$ cat src/rtl/usr_cmd_sequencer.sv
// -----------------------------------------------------------------------------
// usr_cmd_sequencer
//
// Command-driven controller for a WIDTH-bit universal shift register (USR).
// Accepts one command at a time over a valid/ready handshake and sequences the
// register's mode / serial / parallel inputs cycle by cycle. The supported
// commands are parallel LOAD, serial shift right (SHR) and serial shift left
// (SHL). The block pulses done when a command completes, and pulses err as
// well for an illegal opcode.
//
// Ports
//   clk        in   1      rising-edge clock
//   reset      in   1      synchronous, active-high
//   cmd_valid  in   1      command presented
//   cmd_ready  out  1      block is IDLE and can take a command
//   cmd_op     in   2      00 LOAD, 01 SHR, 10 SHL, 11 illegal
//   cmd_data   in   WIDTH  LOAD value, or serial bit source (LSB first)
//   cmd_len    in   CNT_W  shift cycle count (ignored for LOAD)
//   usr_mode   out  2      00 hold, 01 shift right, 10 shift left, 11 load
//   usr_sil    out  1      USR serial_in_left
//   usr_sir    out  1      USR serial_in_right
//   usr_pin    out  WIDTH  USR parallel_in
//   busy       out  1      state is not IDLE
//   done       out  1      one-cycle completion pulse
//   err        out  1      one-cycle illegal-opcode pulse, coincident with done
// -----------------------------------------------------------------------------
module usr_cmd_sequencer #(
    parameter int WIDTH = 4,
    parameter int CNT_W = 3
) (
    input  logic             clk,
    input  logic             reset,
    input  logic             cmd_valid,
    output logic             cmd_ready,
    input  logic [1:0]       cmd_op,
    input  logic [WIDTH-1:0] cmd_data,
    input  logic [CNT_W-1:0] cmd_len,
    output logic [1:0]       usr_mode,
    output logic             usr_sil,
    output logic             usr_sir,
    output logic [WIDTH-1:0] usr_pin,
    output logic             busy,
    output logic             done,
    output logic             err
);

    typedef enum logic [1:0] {
        ST_IDLE  = 2'b00,
        ST_LOAD  = 2'b01,
        ST_SHIFT = 2'b10,
        ST_DONE  = 2'b11
    } state_t;

    localparam logic [1:0] OP_LOAD   = 2'b00;
    localparam logic [1:0] OP_SHR    = 2'b01;
    localparam logic [1:0] OP_SHL    = 2'b10;

    localparam logic [1:0] MODE_HOLD = 2'b00;
    localparam logic [1:0] MODE_SHR  = 2'b01;
    localparam logic [1:0] MODE_SHL  = 2'b10;
    localparam logic [1:0] MODE_LOAD = 2'b11;

    localparam logic [WIDTH-1:0] ONE_HOT0 = {{(WIDTH-1){1'b0}}, 1'b1};

    // State and captured command
    state_t             r_state;
    logic [CNT_W-1:0]   r_cnt;
    logic [1:0]         r_op;
    logic [WIDTH-1:0]   r_data;
    logic [CNT_W-1:0]   r_len;

    // Registered outputs
    logic [1:0]         r_mode;
    logic               r_sil;
    logic               r_sir;
    logic [WIDTH-1:0]   r_pin;
    logic               r_done;
    logic               r_err;

    // Next-state values
    state_t             w_state_nxt;
    logic [CNT_W-1:0]   w_cnt_nxt;
    logic [1:0]         w_mode_nxt;
    logic               w_sil_nxt;
    logic               w_sir_nxt;
    logic [WIDTH-1:0]   w_pin_nxt;
    logic               w_done_nxt;
    logic               w_err_nxt;

    logic               w_accept;
    logic [WIDTH-1:0]   w_bit_src;
    logic [CNT_W-1:0]   w_bit_idx;
    logic [1:0]         w_dir_op;
    logic               w_bit;

    assign w_accept  = cmd_valid && (r_state == ST_IDLE);
    assign cmd_ready = (r_state == ST_IDLE);
    assign busy      = (r_state != ST_IDLE);

    // Serial bit for the next shift cycle. On the accept edge the command has
    // not been captured yet, so bit 0 comes straight from the inputs; inside
    // SHIFT it is bit r_cnt+1 of the captured data. A one-hot mask shifted
    // past the MSB becomes all zeros, which gives data[k]=0 for k >= WIDTH.
    assign w_bit_src = (r_state == ST_IDLE) ? cmd_data : r_data;
    assign w_bit_idx = (r_state == ST_IDLE) ? '0 : r_cnt + 1'b1;
    assign w_dir_op  = (r_state == ST_IDLE) ? cmd_op : r_op;
    assign w_bit     = |(w_bit_src & (ONE_HOT0 << w_bit_idx));

    always_comb begin
        // NOTE: every signal driven here gets a default first, so no path can
        // leave one unassigned and infer a latch.
        w_state_nxt = r_state;
        w_cnt_nxt   = r_cnt;
        w_mode_nxt  = MODE_HOLD;
        w_sil_nxt   = 1'b0;
        w_sir_nxt   = 1'b0;
        w_pin_nxt   = '0;
        w_done_nxt  = 1'b0;
        w_err_nxt   = 1'b0;

        unique case (r_state)
            ST_IDLE: begin
                if (w_accept) begin
                    unique case (cmd_op)
                        OP_LOAD: begin
                            w_state_nxt = ST_LOAD;
                            w_mode_nxt  = MODE_LOAD;
                            w_pin_nxt   = cmd_data;
                        end
                        OP_SHR, OP_SHL: begin
                            if (cmd_len == '0) begin
                                w_state_nxt = ST_DONE;
                                w_done_nxt  = 1'b1;
                            end else begin
                                w_state_nxt = ST_SHIFT;
                                w_cnt_nxt   = '0;
                            end
                        end
                        default: begin
                            w_state_nxt = ST_DONE;
                            w_done_nxt  = 1'b1;
                            w_err_nxt   = 1'b1;
                        end
                    endcase
                end
            end
            ST_LOAD: begin
                w_state_nxt = ST_DONE;
                w_done_nxt  = 1'b1;
            end
            ST_SHIFT: begin
                // r_len >= 1 here, so r_len-1 never underflows and the counter
                // stops before it could wrap.
                if (r_cnt == r_len - 1'b1) begin
                    w_state_nxt = ST_DONE;
                    w_done_nxt  = 1'b1;
                end else begin
                    w_cnt_nxt   = r_cnt + 1'b1;
                end
            end
            default: begin
                w_state_nxt = ST_IDLE;
            end
        endcase

        // Drive the active serial line for any cycle that will be a shift.
        if (w_state_nxt == ST_SHIFT) begin
            if (w_dir_op == OP_SHL) begin
                w_mode_nxt = MODE_SHL;
                w_sil_nxt  = w_bit;
            end else begin
                w_mode_nxt = MODE_SHR;
                w_sir_nxt  = w_bit;
            end
        end
    end

    always_ff @(posedge clk) begin
        if (reset) begin
            r_state <= ST_IDLE;
            r_cnt   <= '0;
            r_op    <= OP_LOAD;
            r_data  <= '0;
            r_len   <= '0;
            r_mode  <= MODE_HOLD;
            r_sil   <= 1'b0;
            r_sir   <= 1'b0;
            r_pin   <= '0;
            r_done  <= 1'b0;
            r_err   <= 1'b0;
        end else begin
            // NOTE: non-blocking assignments, so every register here samples
            // the pre-edge values regardless of statement order.
            r_state <= w_state_nxt;
            r_cnt   <= w_cnt_nxt;
            r_mode  <= w_mode_nxt;
            r_sil   <= w_sil_nxt;
            r_sir   <= w_sir_nxt;
            r_pin   <= w_pin_nxt;
            r_done  <= w_done_nxt;
            r_err   <= w_err_nxt;
            if (w_accept) begin
                r_op   <= cmd_op;
                r_data <= cmd_data;
                r_len  <= cmd_len;
            end
        end
    end

    assign usr_mode = r_mode;
    assign usr_sil  = r_sil;
    assign usr_sir  = r_sir;
    assign usr_pin  = r_pin;
    assign done     = r_done;
    assign err      = r_err;

endmodule

$ cat config.mk
export PLATFORM = sky130hd
export DESIGN_NAME = usr_cmd_sequencer
export DESIGN_NICKNAME = d
export VERILOG_FILES = /design/src/rtl/usr_cmd_sequencer.sv
export SDC_FILE = /design/constraint.sdc
export NUM_CORES = 1
export LEC_CHECK = 0
export CAP_MARGIN = 20
export CORE_ASPECT_RATIO = 0.7
export CORE_UTILIZATION = 24
export DETAILED_ROUTE_END_ITERATION = 12
export GPL_TIMING_DRIVEN = 1
export PLACE_DENSITY = 0.56
export REMOVE_ABC_BUFFERS = 1
export SYNTH_ARGS = -nofsm -noshare
export SYNTH_HDL_FRONTEND = slang
export SYNTH_SLANG_ARGS = --single-unit
export TNS_END_PERCENT = 10
$ cat constraint.sdc
create_clock -name clk -period 1.4 [get_ports clk]
set_input_delay 0.28 -clock clk [delete_from_list [all_inputs] [get_ports clk]]
set_output_delay 0.28 -clock clk [all_outputs]
set_load 0.05 [all_outputs]
==> results, run 1 <==
- The post-layout instance area is approximately 2000 µm².
- In the final layout, the multi-input gates occupy 724 µm².
- Relative to the synthesized area, the layout overhead comes to 79.0%.
- The worst-case IR drop observed on VDD is between 0.0007 and 0.0008 V.
- The worst setup path is of the reg -> reg kind.
- The share of cells above drive strength 1 is between 40% and 50%.
- The Yosys step of the flow raised 0 warnings.
- The number of vias per cell is roughly 4.6.
- The number of DRC violations after detailed routing is 4.
- The vertical die dimension is approximately 59 µm.
- For this run, the number of standard cells in the final layout without fillers is 242.
- The data required time at the worst endpoint is approximately 1.6 ns.
- The number of buffers inserted by port buffering is 23.
- The final critical delay including setup and external delays is around 1.5 ns.
- The clock latency on the worst-skew pair is 0.27 ns.
- The aggregate global-route resource usage is between 10% and 20%.
- The congestion estimate from routability-driven global placement came to around 0.84.
- The largest area contributor in the netlist is sky130_fd_sc_hd__dfxtp_1.
- Global routing used 17.6% of the available met1 tracks.
- The buffer levels on the longest clock path is 2.
- In this run the static leakage power is between 0.8 and 0.9 nW.
- Entering global routing, the biggest net connects 15 pins.
- The total cell area at the placement stage is between 1500 and 2000 µm².
- Global routing consumed, on the met2 layer, between 20 and 30% of the routing resources.
- Clock tree synthesis selected as its root buffer the cell sky130_fd_sc_hd__clkbuf_8.
- At the end of the flow the core is filled with cells to between 40% and 50%.
- In this run the most used layer during global routing was met2.
- The detailed router placed between 1,000 and 1,500 vias in this run.
- The via count of the first global-routing pass is approximately 1,100.
- The final cycle utilization of the critical path is 109%.
- Measured along the x axis, the die boundary spans approximately 84 µm.
- The total grt overflow is 0.
- The sequential fraction of the synthesis area is a little over two fifths.
- At the pin with the least slew margin, the transition time is roughly 0.32 ns.
- The starting DRC count in detailed routing is 24.
- The clock net in this run drives a total of 24 sinks.
- The worst endpoint data arrival time is about 1.7 ns.
- Setup repair after global routing could not meet its margin everywhere.
- The initial antenna violation count is 0.
- The final hold violation count is 0.
- The count of cell types in the netlist is 35.
- The number of fill cells in the layout is approximately 410.
- After technology mapping, the gate count stands at about 130.
- The final critical-path setup slack is -0.133 ns.
- The predominant post-synthesis flop cell is sky130_fd_sc_hd__dfxtp_1.
- Setup violations remaining at the end of the flow were counted as 10.
- The worst hold path belongs to the class reg -> reg.
- The post-detailed-routing wire length is approximately 3.4 mm.
- Along the worst path, the maximum fanout reaches 5.
- The register clock-pin slew on the reported worst setup and hold paths is 0.08 ns.
- The synthesized design contains 0 enable-type register cells.
- The share of flip-flops with an asynchronous set or reset after synthesis is 0%.
- The average size of a mapped cell is 9.06 µm².
- Based on the critical path, the design can be clocked at up to 652 MHz.
- The placed wire-length estimate after detailed placement is 2.48 mm.
- Clock tree synthesis inserted a total of 3 buffers.
- Across the whole layout, storage elements account for 487 µm².
- The first-pass iteration count of the detailed router is 8.
- The sort of element at the end of the critical path is a flip-flop.
- The die covers 5000 µm².
- The number of placement rows is 20.
- The checks that failed: design-rule violations, negative setup slack.
- The final layout net count is ~210.
- On the worst path, the slowest cell contributes a delay of 0.35 ns.
- Yosys attributes the largest share of cell area to sky130_fd_sc_hd__dfxtp_1 (42%), sky130_fd_sc_hd__ha_1 (9.9%), sky130_fd_sc_hd__nand2_1 (8.0%).
- On the critical path, the stage with the largest delay is an instance of sky130_fd_sc_hd__dfxtp_2.
- The synthesized cell area is around 1100 µm².
- The wire length per cell is approximately 14 µm.
- STA classifies the critical path startpoint as a flip-flop.
- The first global-routing pass estimated about 5.4 mm of wire.
- The proportion of netlist area held by the largest area contributor is between 40% and 50%.
- The CTS tree is built.
- During I/O placement, the number of pins put on the boundary was 24.
- The count of nets left with antenna violations once routing finished came out at 0.
- The signal on the critical path passes through inv_2 -> ha_4 -> xor2_2 -> nand4_1 -> buf_4 -> nand4b_4 -> nor3_2.
- The core region is roughly 4400 µm².
- The final antenna diode count is 0.
- The worst clock skew is between 0.004 and 0.005 ns.
- The worst slew slack as a fraction of its limit is 78.6%.
- For this configuration, the core starts out at a cell density of between 20% and 30%.
- The max-slew violation total from the final report was 0.
- The H-tree depth is 1.
- Max-cap violations in this run came to 0.
- In this run, placement finished with an instance count of roughly 230.
- Power spread over the standard cell area amounts to approximately 1700 nW/µm².
- The flow ran to the end, but the final reports show violations.
- The post-placement worst setup slack is -0.613 ns.
- The number of register bits inferred by synthesis is 24.
- For met3 alone, demand over resource in global routing was about 3.6%.
- For the final routed database, the setup TNS stands at -1.00 ns.
worst paths after layout:
| check | from | to | slack, ns | cells past startpoint |
|---|---|---|---|---|
| worst min-delay path | r_data[0] | r_data[0] | 0.46 | 2 |
| worst max register to register | r_len[1] | usr_sil | -0.13 | 7 |
| worst max-delay path | r_len[1] | usr_sil | -0.13 | 7 |
| worst min register to register | r_data[0] | r_data[0] | 0.46 | 2 |
cell families (layout without fill, tap and decap cells):
logic type,count (synthesis),in the layout,synth area share [%]
buffers and inverters,11,73,3.65
flip-flops,24,24,42.4
AND/OR/NAND/NOR,50,50,22.5
adder cells (fa/ha/maj),9,9,9.94
XOR/XNOR,4,4,4.31
AO/OA/AOI/OAI,24,24,13.4
multiplexers,3,3,3.76
cell usage after synthesis (2+ instances only):
| cell type | n |
|---|---|
| sky130_fd_sc_hd__a21oi_1 | 12 |
| sky130_fd_sc_hd__and2_1 | 2 |
| sky130_fd_sc_hd__and3_1 | 6 |
| sky130_fd_sc_hd__clkbuf_1 | 2 |
| sky130_fd_sc_hd__dfxtp_1 | 24 |
| sky130_fd_sc_hd__ha_1 | 9 |
| sky130_fd_sc_hd__inv_1 | 9 |
| sky130_fd_sc_hd__mux2i_1 | 2 |
| sky130_fd_sc_hd__nand2_1 | 24 |
| sky130_fd_sc_hd__nand2b_1 | 2 |
| sky130_fd_sc_hd__nand4_1 | 2 |
| sky130_fd_sc_hd__nor2_1 | 4 |
| sky130_fd_sc_hd__nor3_1 | 2 |
| sky130_fd_sc_hd__o21ai_0 | 3 |
| sky130_fd_sc_hd__xor2_1 | 2 |
stage by stage:
stage	hold slack, ns	total power [mW]
3_5_place_dp	0.458	2.45
3_3_place_gp	0.443	2.42
6_report	0.462	3.40
4_1_cts	0.471	3.32
5_1_grt	0.489	3.57
2_1_floorplan	0.349	1.62
what timing repair did:
action,CTS,global route
endpoints found under the setup margin,12,22
gates cloned,0,0
gates resized for setup,38,7
pin swaps,12,6
setup buffers,5,0
hold buffers,0,0
cell type report:
cell class | count | share of cell area, %
inverter | 9 | 1.79
timing repair buffer | 60 | 31.5
clock inverter | 1 | 1.48
tap | 55 | 3.40
sequential | 24 | 24.0
clock buffer | 3 | 2.04
multi-input combinational | 90 | 35.7
placed cells by master, fill, tap and decap left out, types with 2 or more instances in the layout:
cell / instances
sky130_fd_sc_hd__buf_6: 4
sky130_fd_sc_hd__dfxtp_2: 5
sky130_fd_sc_hd__nor2_1: 2
sky130_fd_sc_hd__clkbuf_8: 3
sky130_fd_sc_hd__and3_1: 6
sky130_fd_sc_hd__inv_2: 5
sky130_fd_sc_hd__buf_4: 33
sky130_fd_sc_hd__nand2_1: 22
sky130_fd_sc_hd__nand2b_1: 2
sky130_fd_sc_hd__nand4_1: 2
sky130_fd_sc_hd__clkdlybuf4s50_1: 7
sky130_fd_sc_hd__dlygate4sd2_1: 3
sky130_fd_sc_hd__dfxtp_1: 19
sky130_fd_sc_hd__inv_1: 3
sky130_fd_sc_hd__mux2i_1: 2
sky130_fd_sc_hd__ha_1: 5
sky130_fd_sc_hd__buf_12: 12
sky130_fd_sc_hd__ha_4: 3
sky130_fd_sc_hd__nor2_2: 2
sky130_fd_sc_hd__a21oi_1: 11
sky130_fd_sc_hd__o21ai_1: 3
worst max-delay path: cells and delay by family, from the launching register on:
kind / cells / cell delay (ns)
buf+inv: 2 / 0.21
fa+ha+maj: 1 / 0.24
xor+xnor: 1 / 0.17
simple gates: 3 / 0.49
flops: 1 / 0.35
per-layer routing:
metal	part of all wire (%)	vias to the layer above
li1	-	552
met1	45	528
met2	48	31
met3	5.3	5
met4	1.6	0
met5	0	-
power breakdown:
part	total (mW)	switching [mW]	leakage, nW	internal [mW]
registers	0.885	0.0830	0.198	0.802
clock network	0.614	0.231	0.0357	0.382
logic	1.90	0.915	0.649	0.982
total	3.40	1.23	0.882	2.17
sequential cells by signal, indices dropped and copies added, names as in the netlist:
register  count
r_state       2
usr_sil       1
usr_mode      2
r_op          2
usr_sir       1
err           1
r_len         3
usr_pin       4
r_data        4
done          1
r_cnt         3
No activity file was read; power rests on OpenSTA's default activity.
==> run 2, diff against run 1 <==
- RECOVER_POWER: default -> 50
==> run 2 against run 1 <==
Effect of this change:
- the flow still finishes with violations (design-rule violations, negative setup slack)
- first-iteration DRC count unchanged
- hold slack about the same
- via count shrank 0.27%
- sequential power down 2.6%
- global-route usage unchanged
- utilization shrank 3.1 points
- clock skew barely moved
- sequential cell count stayed put
- wire length up 0.30%
==> results, run 2 (synthesized netlist as in run 1, its figures left out) <==
- Data on the critical path is required at its endpoint by between 1.5 and 2 ns.
- The transition time at the pin with the least slew margin is roughly 0.51 ns.
- At the end of routability-driven placement, the weighted congestion stood at roughly 0.84.
- The top cell types in the final layout, fill and taps aside, are sky130_fd_sc_hd__buf_4 (33), sky130_fd_sc_hd__nand2_1 (22), sky130_fd_sc_hd__dfxtp_1 (19), sky130_fd_sc_hd__a21oi_1 (11), sky130_fd_sc_hd__clkbuf_2 (8).
- The highest metal layer with signal wires is met4.
- The final antenna diode count is 0.
- The die covers 5000 µm².
- For the worst setup path, the data arrival time is between 1.5 and 2 ns.
- The capture endpoint of the worst hold path is r_data[0].
- The static leakage is about 0.88 nW.
- The critical path is of the reg -> reg type.
- STA classifies the critical path startpoint as a flip-flop.
- Summing all non-filler instances in the final layout gives an area of 1890 µm².
- The final hold violation count is 0.
- The critical hold path startpoint is r_data[0].
- Measured along the x axis, the die boundary spans 84.1 µm.
- The vertical die dimension is 59.5 µm.
- Dividing the detail-routed via count by the number of cells gives about 4.6.
- The later pin in the worst-skew pair is clocked with a latency of roughly 0.27 ns.
- Detailed routing placed a total of about 180 µm of wire on met3.
- The worst hold path belongs to the class reg -> reg.
- Setup repair after global routing could not meet its margin everywhere.
- The max-slew violation total from the final report is 0.
- The met2 layer wire length in the routed design is ~1.6 mm.
- In this run, the number of DRC markers left after iteration 0 of detailed routing was 24.
- The via count of the first global-routing pass was 1,114.
- The total area inside the core boundary comes to between 4000 and 5000 µm².
- Once routing completed, OpenROAD measured the worst setup slack at -0.133 ns.
- The number of cells on the worst reg-to-reg path is 7.
- The run finished, with violations left.
- The number of buffers inserted by port buffering is 23.
- Once the floorplan was initialized, standard cells occupied 25.6% of the core.
- The start of the worst register-to-register path is r_len[1].
- In this run the tightest slew margin relative to its limit is 66.2%.
- The wire length per cell is 13.9 µm.
- The number of nets with antenna violations after routing is 0.
- Timing would allow up to 652 MHz.
- The register clock-pin slew on the reported worst setup and hold paths is around 0.080 ns.
- The CTS tree is built.
- The worst path uses 109% of the clock period.
- The initial antenna violation count is 0.
- Power spread over the standard cell area amounts to about 1700 nW/µm².
- The routed layout has between 1,000 and 1,500 vias.
- After detailed placement, the total cell area comes to about 1800 µm².
- Hold repair after CTS inserted 0 buffers.
- The sort of element at the end of the critical path is a flip-flop.
- For this run the aggregate overflow at the end of global routing stands at 0.
- The checks that failed: design-rule violations, negative setup slack.
- The share of cells above drive strength 1 is 43.9%.
- On the final layout, the worst clock skew is just under 0.005 ns.
- Setup violations remaining at the end of the flow were counted as 10.
- The number of placement rows is 20.
- The longest clock path from root to sink contains 2 buffers.
- Global routing consumed, over all layers together, 14.4% of the routing resources.
- The register-to-register setup slack is -0.13 ns.
- The final critical delay including setup and external delays is between 1.5 and 2 ns.
- The maximum net fanout on the critical path is 5.
- During I/O placement, the number of pins put on the boundary was 24.
- The first-pass iteration count of the detailed router is 8.
- The library cell used most frequently in the layout, excluding fill and tap cells, is sky130_fd_sc_hd__buf_4.
- The number of DRC violations after detailed routing is 4.
- The max capacitance violation total is 0.
- The H-tree depth is 1.
- The largest net degree at the start of global routing is 15.
- The wire length the detailed router placed on met1 is 1.53 mm.
- The buffer type at the clock tree root is sky130_fd_sc_hd__clkbuf_8.
- The worst flop-to-flop path endpoint is usr_sil.
- The placed wire-length estimate after detailed placement is around 2.5 mm.
- Along the worst hold path, the cell count comes to 2.
- The final layout net count is 209.
- The first global-routing pass estimated 5.35 mm of wire.
- The final layout contains routed wiring with a total length of between 3 and 4 mm.
- The worst-case IR drop observed on VDD is ~0.00064 V.
- For this design, the sink count on the clock tree is 24.
- Summed over all failing endpoints, the final setup total negative slack is -0.999 ns.
- The number of CTS-inserted buffers is 3.
- Compared with the post-synthesis result, the final layout area differs by 67.1%.
-- run 2: changes by cell type in the layout (fill, tap and decap cells not counted), sizes merged --
cell	delta
buf	-10
clkbuf	+8
dlymetal6s2s	+2
-- run 2: critical path, stage by stage, from the launching register on --
cell	delay, ns
sky130_fd_sc_hd__dfxtp_2	0.35
sky130_fd_sc_hd__inv_2	0.05
sky130_fd_sc_hd__ha_4	0.24
sky130_fd_sc_hd__xor2_2	0.17
sky130_fd_sc_hd__nand4_1	0.16
sky130_fd_sc_hd__buf_4	0.16
sky130_fd_sc_hd__nand4b_4	0.14
sky130_fd_sc_hd__nor3_2	0.19
-- run 2: timing repair --
item,CTS,global route
setup buffers,5,0
pin swaps,12,6
endpoints found under the setup margin,12,22
resized for setup,38,7
-- run 2: layer usage --
metal	track usage [%]	vias up
met1	17.6	528
li1	-	552
met5	0	-
met2	25.4	28
met3	3.62	5
met4	4.19	0
-- run 2: final cells by class --
type                            count  area, µm²
Fill cell                         424       2540
Multi-Input combinational cell     90        724
Timing Repair Buffer               60        504
Sequential cell                    24        487
Tap cell                           55       68.8
Clock buffer                        3       41.3
Inverter                            9       36.3
Clock inverter                      1       30.0
-- run 2: worst max-delay path by stage --
stage                    end        from  cells after the start
finish               usr_sil    r_len[1]                      7
global route        r_cnt[1]    r_len[1]                      7
CTS                 r_cnt[2]  r_state[1]                      8
detailed placement      done   cmd_op[1]                      7
global placement        done   cmd_op[0]                      7
floorplan           r_cnt[2]  r_state[0]                      6
-- run 2: per-stage QoR --
stage	instances	hold WS [ns]	utilization [%]	total power [mW]	worst slack, ns
floorplan	123	0.349	-	1.62	-0.727
global placement	233	0.443	40.3	2.42	-0.563
detailed placement	233	0.458	40.3	2.45	-0.613
CTS	242	0.471	45.1	3.32	-0.116
global route	242	0.489	42.7	3.43	-0.198
finish	242	0.462	42.7	3.26	-0.133
-- run 2: where the power goes --
group	switching, mW	internal, mW
combinational	0.916	0.868
clock	0.231	0.382
sequential	0.0612	0.801
total	1.21	2.05
==> run 3, diff against run 2 <==
- CORE_UTILIZATION: 24 -> 44
- PLACE_DENSITY: 0.56 -> 0.84
==> run 3 against run 2 <==
Effect of this change:
- the run ends with negative setup slack left
- register-to-register slack worse by 0.04 ns
- cell count is 11% lower
- wire length is 32% higher
- sequential power grew 0.7%
- via count grew 17%
- non-clock buffer count down 4
- first-iteration DRC count grew to 3.9 times the previous value
- final area decreased by 4.4%
- count of clock-buffer cells in the layout unchanged
- utilization up 37 points
- fmax decreased by 2.3%
- largest cell class unchanged
==> results, run 3 (synthesized netlist as in run 1, its figures left out) <==
- Measured on the finished design, the core utilization comes to approximately 79%.
- The sort of element at the end of the critical path is a flip-flop.
- The proportion of power drawn by combinational gates is a little under three fifths.
- The top cell types in the final layout, fill and taps aside, are sky130_fd_sc_hd__buf_4 (31), sky130_fd_sc_hd__nand2_1 (23), sky130_fd_sc_hd__dfxtp_1 (17), sky130_fd_sc_hd__a21oi_1 (10), sky130_fd_sc_hd__clkbuf_2 (10).
- Leaving out fill and tap cells, the most frequent cell in the layout is sky130_fd_sc_hd__buf_4.
- The tree is rooted in a sky130_fd_sc_hd__clkbuf_4.
- The initial antenna violation count is 0.
- 0 antenna diodes ended up in the layout.
- The worst endpoint data arrival time is roughly 1.8 ns.
- For this design the ratio of total power to cell area is roughly 1800 nW/µm².
- Detailed routing placed a total of around 370 µm of wire on met3.
- At the pin with the least slew margin, the transition time is between 0.3 and 0.4 ns.
- In this run the number of H-tree levels came out at 1.
- Setup repair after global routing could not meet its margin everywhere.
- Broken down by cell family, the worst path's largest delay share belongs to simple AND/OR/NAND/NOR gates.
- In this run the remaining antenna-violating nets after routing total 0.
- Once the floorplan was initialized, standard cells occupied between 40% and 50% of the core.
- The final reports fail on negative setup slack.
- The clock share of power is ~16%.
- The number of clock buffers added by TritonCTS is 3.
- TritonCTS built the clock tree.
- The via total after detailed routing is approximately 1,300.
- The number of buffers inserted by port buffering is 23.
- After clock tree synthesis, the flow added hold-fix buffers numbering 0.
- The first global-routing pass estimated around 6.4 mm of wire.
- The maximum clock rate is around 640 MHz.
- The worst-case IR drop observed on VDD is ~0.0013 V.
- The clock reaches the later pin of the worst-skew pair after roughly 0.33 ns.
- The first-pass iteration count of the detailed router is 4.
- The placed instances occupy a cell area of 1730 µm².
- The power after layout is roughly 3.2 mW.
- The number of fill cells in the layout is 121.
- The share of cells above drive strength 1 is between 40 and 50%.
- Once layout is done, the placed cells without fillers occupy around 1800 µm².
- The biggest cell delay along the critical path is between 0.3 and 0.4 ns.
- The post-detailed-routing wire length is about 4.4 mm.
- The floorplan step defined a die boundary enclosing 2780 µm².
- The placed wire-length estimate after detailed placement is ~2.4 mm.
- Across the run, the number of max-cap violations was 0.
- The final hold violation count is 0.
- The switching part of the total power is 41.0%.
- STA puts the critical path data required time at 1.65 ns.
- The final cycle utilization of the critical path is 112%.
- The wire length per cell is between 20 and 25 µm.
- The flow ran to the end, but the final reports show violations.
- The worst slew slack as a fraction of its limit is 75.4%.
- Counting I/O delays and the setup requirement, the final critical path takes ~1.6 ns.
- The first routing iteration left between 90 and 100 violations.
- The vertical die dimension is approximately 44 µm.
- The via count of the first global-routing pass was about 1,300.
- The sequential share of power is 26.9%.
- Counting every sink on the clock net gives 24.
- For this run, design rule violations remaining after detail routing come to 0.
- The critical setup path kind is reg -> reg.
- The max-slew violation total from the final report is 0.
- The worst min-delay path category is reg -> reg.
- The aggregate global-route resource usage is 31.6%.
- The congestion estimate from routability-driven global placement came to 0.768.
- After clock tree synthesis, the clock-pin slew on the worst setup and hold paths is about 0.14 ns.
- After detailed routing, the number of vias per cell comes to 6.06.
- For this block, wires on met1 add up to between 1.5 and 2 mm.
- The critical path goes through inv_2 -> ha_4 -> xnor3_1 -> nand4_1 -> buf_4 -> nand4b_4 -> nor3_2.
- The core region is 2280 µm².
- The net count of the finished layout is ~200.
- The floorplan step set the die width to around 63 µm.
- The worst setup path is launched from a flip-flop.
- The library cell contributing the largest single delay on the critical path is sky130_fd_sc_hd__dfxtp_2.
- The total grt overflow is 0.
- The internal portion of the total power is between 1.5 and 2 mW.
- The final critical-path setup slack is -0.169 ns.
- Entering global routing, the biggest net connects 15 pins.
- In this run the deepest clock path goes through 2 buffers.
- The switching power of the nets is roughly 1.3 mW.
- The number of buffers and inverters on the critical path is 2.
- The number of top-level pins is 24.
- The met2 layer wire length in the routed design is 2.08 mm.
- The final number of setup-violating endpoints is 11.
- The static leakage is around 0.81 nW.
- The floorplan has 14 rows.
- The highest metal layer with signal wires is met4.
- Compared with the post-synthesis result, the final layout area differs by 59.8%.
- The worst clock skew is between 0.005 and 0.006 ns.
- The maximum net fanout on the critical path is 5.
- Across all hold checks on the routed design, the worst slack comes to roughly 0.48 ns.
run 3: through the flow:
stage               cells  setup TNS [ns]  worst slack [ns]
CTS                   214           -1.08            -0.135
finish                215           -1.43            -0.169
global placement      206           -5.64            -0.571
floorplan             123           -8.85            -0.727
detailed placement    206           -6.83            -0.646
global route          215           -1.82            -0.215
run 3: final timing paths:
check | endpoint | from | cells after the start | slack (ns)
min | r_data[0] | r_data[0] | 2 | 0.48
max | usr_sil | r_len[0] | 7 | -0.17
max reg2reg | usr_sil | r_len[0] | 7 | -0.17
min reg2reg | r_data[0] | r_data[0] | 2 | 0.48
run 3: final cells by class:
cell class	instances	area [µm²]	area share [%]
Inverter	9	33.8	1.87
Clock inverter	1	30.0	1.66
Clock buffer	3	22.5	1.24
Timing Repair Buffer	56	453	25.0
Tap cell	32	40.0	2.21
Sequential cell	24	489	27.0
Multi-Input combinational cell	90	741	40.9
run 3: metal layers:
layer	GRT usage [%]	vias up
met5	0	-
li1	-	545
met4	16.7	0
met3	6.96	42
met1	34.0	606
met2	59.8	110
run 3: power by group through the flow:
stage                     Combinational, mW  Sequential [mW]  Clock (mW)
final                                  1.84            0.868       0.515
after global routing                   1.91            0.876       0.541
after CTS                              1.69            0.875       0.501
after detailed placement               1.51            0.879           0
after global placement                 1.45            0.876           0
after floorplan                       0.623            0.996           0
run 3: worst min-delay path: stages (launching register included):
cell and delay, ns:
sky130_fd_sc_hd__dfxtp_1 0.34, sky130_fd_sc_hd__nand2_1 0.05, sky130_fd_sc_hd__a21oi_1 0.06
run 3: timing repair:
action,CTS,global route
setup endpoints to repair,11,24
pin swaps,10,9
gates resized for setup,29,15
endpoints found under the hold margin,0,0
cloned,0,0
buffers inserted,4,1
